$ cat src/rtl/memory_arbiter.sv
// Arbitrates CPUS instruction/data cache pairs onto one single-ported RAM; data beats instruction, round-robin within each class.
// A request seen in IDLE drives the RAM the next cycle; requesters are held off by iwait/dwait until ramstate==ACCESS.
module memory_arbiter #(
   parameter int CPUS   = 2,
   parameter int ADDR_W = 32,
   parameter int DATA_W = 32
) (
   input  logic                           CLK,
   input  logic                           nRST,
   input  logic [CPUS-1:0]                iREN,
   input  logic [CPUS-1:0]                dREN,
   input  logic [CPUS-1:0]                dWEN,
   input  logic [CPUS-1:0][ADDR_W-1:0]    iaddr,
   input  logic [CPUS-1:0][ADDR_W-1:0]    daddr,
   input  logic [CPUS-1:0][DATA_W-1:0]    dstore,
   output logic [CPUS-1:0]                iwait,
   output logic [CPUS-1:0]                dwait,
   output logic [CPUS-1:0][DATA_W-1:0]    iload,
   output logic [CPUS-1:0][DATA_W-1:0]    dload,
   output logic                           ramREN,
   output logic                           ramWEN,
   output logic [ADDR_W-1:0]              ramaddr,
   output logic [DATA_W-1:0]              ramstore,
   input  logic [DATA_W-1:0]              ramload,
   input  logic [1:0]                     ramstate
);

   localparam int CW = (CPUS > 1) ? $clog2(CPUS) : 1;
   localparam logic [1:0] RAM_ACCESS = 2'd2;

   typedef enum logic {
      IDLE  = 1'b0,
      GRANT = 1'b1
   } state_t;

   state_t          state, state_nxt;
   logic [CW-1:0]   gnt_cpu, gnt_cpu_nxt;
   logic            gnt_d, gnt_d_nxt;
   logic [CW-1:0]   d_ptr, d_ptr_nxt;
   logic [CW-1:0]   i_ptr, i_ptr_nxt;

   logic [CPUS-1:0] dreq;
   logic [CPUS-1:0] ireq;
   logic            gnt_req;
   logic            active;
   logic            ram_access;
   logic [CW-1:0]   ptr_inc;

   // First set bit of req at or after ptr, wrapping modulo CPUS.
   function automatic logic [CW-1:0] pick(input logic [CPUS-1:0] req, input logic [CW-1:0] ptr);
      logic [2*CPUS-1:0] rot;
      logic [CW-1:0]     sel;
      logic              found;
      int                idx;
      rot   = {req, req} >> ptr;
      sel   = '0;
      found = 1'b0;
      idx   = 0;
      for (int k = 0; k < CPUS; k++) begin
         if (!found && rot[k]) begin
            found = 1'b1;
            idx   = int'(ptr) + k;
            if (idx >= CPUS) idx = idx - CPUS;
            sel   = CW'(idx);
         end
      end
      return sel;
   endfunction

   assign dreq       = dREN | dWEN;
   assign ireq       = iREN;
   assign ram_access = (ramstate == RAM_ACCESS);
   assign gnt_req    = gnt_d ? dreq[gnt_cpu] : ireq[gnt_cpu];
   assign active     = (state == GRANT) && gnt_req;
   assign ptr_inc    = (gnt_cpu == CW'(CPUS - 1)) ? '0 : gnt_cpu + 1'b1;

   assign iload = {CPUS{ramload}};
   assign dload = {CPUS{ramload}};

   always_ff @(posedge CLK or negedge nRST) begin
      if (!nRST) begin
         state   <= IDLE;
         gnt_cpu <= '0;
         gnt_d   <= 1'b0;
         d_ptr   <= '0;
         i_ptr   <= '0;
      end else begin
         state   <= state_nxt;
         gnt_cpu <= gnt_cpu_nxt;
         gnt_d   <= gnt_d_nxt;
         d_ptr   <= d_ptr_nxt;
         i_ptr   <= i_ptr_nxt;
      end
   end

   always_comb begin
      state_nxt   = state;
      gnt_cpu_nxt = gnt_cpu;
      gnt_d_nxt   = gnt_d;
      d_ptr_nxt   = d_ptr;
      i_ptr_nxt   = i_ptr;
      iwait       = ireq;
      dwait       = dreq;
      ramREN      = 1'b0;
      ramWEN      = 1'b0;
      ramaddr     = '0;
      ramstore    = '0;

      case (state)
         IDLE: begin
            if (|dreq) begin
               state_nxt   = GRANT;
               gnt_d_nxt   = 1'b1;
               gnt_cpu_nxt = pick(dreq, d_ptr);
            end else if (|ireq) begin
               state_nxt   = GRANT;
               gnt_d_nxt   = 1'b0;
               gnt_cpu_nxt = pick(ireq, i_ptr);
            end
         end
         GRANT: begin
            // A dropped request cancels without advancing the pointer; ERROR just keeps waiting.
            if (!gnt_req) begin
               state_nxt = IDLE;
            end else if (ram_access) begin
               state_nxt = IDLE;
               if (gnt_d) d_ptr_nxt = ptr_inc;
               else       i_ptr_nxt = ptr_inc;
            end
         end
         default: state_nxt = IDLE;
      endcase

      if (active) begin
         ramaddr  = gnt_d ? daddr[gnt_cpu] : iaddr[gnt_cpu];
         ramstore = dstore[gnt_cpu];
         ramREN   = !gnt_d || dREN[gnt_cpu];
         ramWEN   = gnt_d && !dREN[gnt_cpu] && dWEN[gnt_cpu];
         if (ram_access) begin
            if (gnt_d) dwait[gnt_cpu] = 1'b0;
            else       iwait[gnt_cpu] = 1'b0;
         end
      end
   end

endmodule
$ cat config.mk
export PLATFORM = sky130hd
export DESIGN_NAME = memory_arbiter
export DESIGN_NICKNAME = d
export VERILOG_FILES = /design/src/rtl/memory_arbiter.sv
export SDC_FILE = /design/constraint.sdc
export NUM_CORES = 1
export LEC_CHECK = 0
export CORE_AREA = 3 3 167 169
export CTS_CLUSTER_SIZE = 28
export DETAILED_ROUTE_END_ITERATION = 7
export DIE_AREA = 0 0 170 172
export HOLD_SLACK_MARGIN = 0.02
export PLACE_DENSITY = 0.54
export SYNTH_ARGS = -nofsm -noshare
export SYNTH_HDL_FRONTEND = slang
export SYNTH_SLANG_ARGS = --single-unit
$ cat constraint.sdc
create_clock -name CLK -period 1.5 [get_ports CLK]
set_input_delay 0.3 -clock CLK [delete_from_list [all_inputs] [get_ports CLK]]
set_output_delay 0.3 -clock CLK [all_outputs]
set_load 0.05 [all_outputs]
==> impl_metrics.csv <==
group,metric,value,unit
setup_path,crit_arrival,1.92,ns
synthesis,yosysSeqAreaShare,0.0410,
setup_path,regToRegEndpoint,"d_ptr",
sta,setup_violations,72,
synthesis,synth_flop_cell,"dfrtp_1",
setup_path,rr_startpoint,"gnt_d",
power,power.leakage,2.57,nW
placement,place_ws,-0.880,ns
synthesis,synth_top_cell_area_share,0.330,
sta,max_slew_margin,0.756,
synthesis,synth_top_cell_by_area,"buf_4",
cts,cts.clk_slew.worst_paths,0.03,ns
routing,vias_per_cell,3.65,
synthesis,avgSynthCellArea,9.39,µm²
placement,dpl.hpwl,12200,µm
setup_path,crit_top_cell,"buf_6",
synthesis,synthesis.nets,559,
power,p_switching,7.84,mW
synthesis,synth_seq_cells,5,
cts,insertion_delay,0.23,ns
global_routing,met1_usage,0.109,
routing,drc_errors,0,
power,pwr-share-comb,0.953,
global_routing,track_usage,0.0955,
floorplan,ios,432,
cts,cts-buffers-inserted,3,
sta,hold_viol_final,0,
power,p_per_area,2220,nW/µm²
outcome,violations,"setup timing",
cts,cts_tree,"built",
setup_path,critPathMaxFanout,8,
routing,drt_iter0_drc,97,
floorplan,start_util,0.114,
placement,place_area,5930,µm²
setup_path,max_stage_delay,0.37,ns
global_routing,grt_pass1_vias,3197,
sta,fin_crit_sh,1.48,
setup_path,required,1.20,ns
floorplan,die_y,172,µm
sta,min_period,2.22,ns
cells_and_area,drive_gt1_frac,0.482,
setup_path,ff2ff_setup_slack,-0.07,ns
global_routing,gr-total-overflow,0,
power,ir_drop,952,µV
synthesis,synth_common_cells,"buf_4 (134), nor3b_1 (35), mux2i_1 (33), mux4_2 (32), nor3_2 (19)",
floorplan,core,26700,µm²
sta,rsz0062_at_grt,"yes",
sta,fmax,451,MHz
synthesis,synthTopCellsByArea,"buf_4 (33%), mux4_2 (24%), mux2i_1 (11%)",
setup_path,ff2ff_path_depth,6,
routing,wl_per_cell,18.4,µm
cts,clock_sinks,5,
routing,totalWireLength,15400,µm
power,p_seq_frac,0.018,
cts,h-tree-depth,1,
synthesis,async_flop_share,1.00,
cts,cts_root_buffer,"clkbuf_16",
setup_path,setup.worst_path.class,"reg2out",
global_routing,grt_use_met2,0.174,
cells_and_area,final_area,6810,µm²
floorplan,die_w,170,µm
setup_path,cp-start-kind,"register",
outcome,status,"finished, violations left",
sta,whs,0.315,ns
setup_path,crit_path_end_kind,"output pin",
sta,slew_violations,0,
global_routing,top_usage_layer,"met2",
power,p_int,7.26,mW
setup_path,cp_slowest_cell,"dfrtp_2",
cells_and_area,nets,731,
routing,dr_total_vias,3060,
cts,clockBufferDepth,2,
cts,hold_buffers,0,
cells_and_area,syn_to_final_growth,123,%
synthesis,ys_warn_count,0,
sta,tightestPinTransition,0.356,ns
routing,firstDrtPassIters,4,
placement,routabilityCongestion,0.783,
floorplan,dieArea,29200,µm²
global_routing,antenna_found_initial,2,
floorplan,rows,60,
sta,finalWorstSetupSlack,-0.719,ns
global_routing,grt_max_degree,36,
placement,io_buffers,271,
setup_path,crit_path_cell_trace,"buf_6 -> nor2_4 -> o31a_4 -> buf_6 -> buf_12 -> buf_16 -> nor3b_4 -> buf_6",
synthesis,yosysUniqueCellTypes,33,
global_routing,grt_pass1_wl,20900,µm
synthesis,synth_edf_count,0,
synthesis,synth.most_common_cell,"buf_4",
synthesis,postSynthCellCount,325,
worst_hold_path,hp-class,"in2async",
power,swShare,0.519,
global_routing,grt_util_met3,0.0270,
synthesis,synth_area,3050,µm²
routing,drtAntennaViolNets,0,
flow_run,drv_cap,0,
power,clkPwrFrac,0.029,
sta,skew,0.00123,ns
flip-flops by register name, indices dropped and copies added (netlist names):
name / count
d_ptr: 1
gnt_cpu: 1
gnt_d: 1
i_ptr: 1
state: 1
how the worst max path moves through the flow:
stage / start / to / slack (ns) / depth (start not counted)
2_1_floorplan: gnt_d / ramstore[18] / -0.59 / 5
3_3_place_gp: iREN[0] / ramaddr[14] / -0.86 / 6
3_5_place_dp: iREN[0] / ramstore[20] / -0.88 / 6
4_1_cts: gnt_d / ramaddr[7] / -0.72 / 7
5_1_grt: gnt_d / ramaddr[7] / -0.78 / 8
6_report: gnt_d / ramaddr[7] / -0.72 / 8
repair_timing:
action	CTS	global route
pin swaps	18	20
resized for setup	110	10
setup buffers	6	3
gates cloned	4	5
setup endpoints to repair	74	73
cells by family after synthesis:
kind of cell    share of synthesized area
simple gates                        0.194
compound gates                     0.0488
buf+inv                             0.371
mux                                 0.345
flops                              0.0410
per-layer routing:
metal	part of all wire	vias to the layer above
li1	-	1423
met1	0.37	1442
met2	0.52	153
met3	0.086	42
met4	0.019	0
met5	0	-
critical path: cells and delay by family, from the launching register on:
family / cells / cell delay (ns)
and+or+nand+nor: 2 / 0.24
AOI/OAI and AO/OA: 1 / 0.34
buffers and inverters: 5 / 0.73
DFF: 1 / 0.37
layout by cell type (no fill, tap or decap), types with 3 or more instances in the layout:
master | netlist | layout
clkdlybuf4s50_1 | 0 | 195
buf_6 | 5 | 65
nor3_4 | 0 | 33
mux4_2 | 32 | 32
mux2i_1 | 33 | 31
nor3b_4 | 0 | 26
buf_4 | 134 | 19
buf_12 | 0 | 18
nor3b_2 | 0 | 8
clkbuf_16 | 0 | 8
buf_16 | 0 | 7
dlygate4sd2_1 | 0 | 6
buf_8 | 0 | 5
o21ai_0 | 4 | 3
nor2_1 | 5 | 3
dfrtp_1 | 5 | 3
cell type report:
cell class | instances | area [µm²]
inverter | 1 | 6.26
sequential | 5 | 130
fill | 2810 | 19900
multi-input combinational | 165 | 2500
antenna | 1 | 2.50
timing repair buffer | 321 | 3660
tap | 341 | 427
clock buffer | 4 | 78.8
stage by stage:
step                       util  power (mW)  setup TNS (ns)  cells
after floorplan               -        9.52          -28.98    325
after detailed placement  0.222        12.2          -57.25    815
final                     0.255        15.1          -43.88    838
after global placement    0.222        12.2          -56.56    815
after global routing      0.255        15.8          -47.76    837
after CTS                 0.247        14.7          -46.49    829
power by group through the flow:
stage | registers, mW | clock network (mW) | logic, mW
2_1_floorplan | 0.244 | 0 | 9.28
3_3_place_gp | 0.286 | 0 | 11.9
3_5_place_dp | 0.285 | 0 | 11.9
4_1_cts | 0.277 | 0.448 | 14.0
5_1_grt | 0.283 | 0.455 | 15.1
6_report | 0.275 | 0.436 | 14.4
No activity file was read; power rests on OpenSTA's default activity.
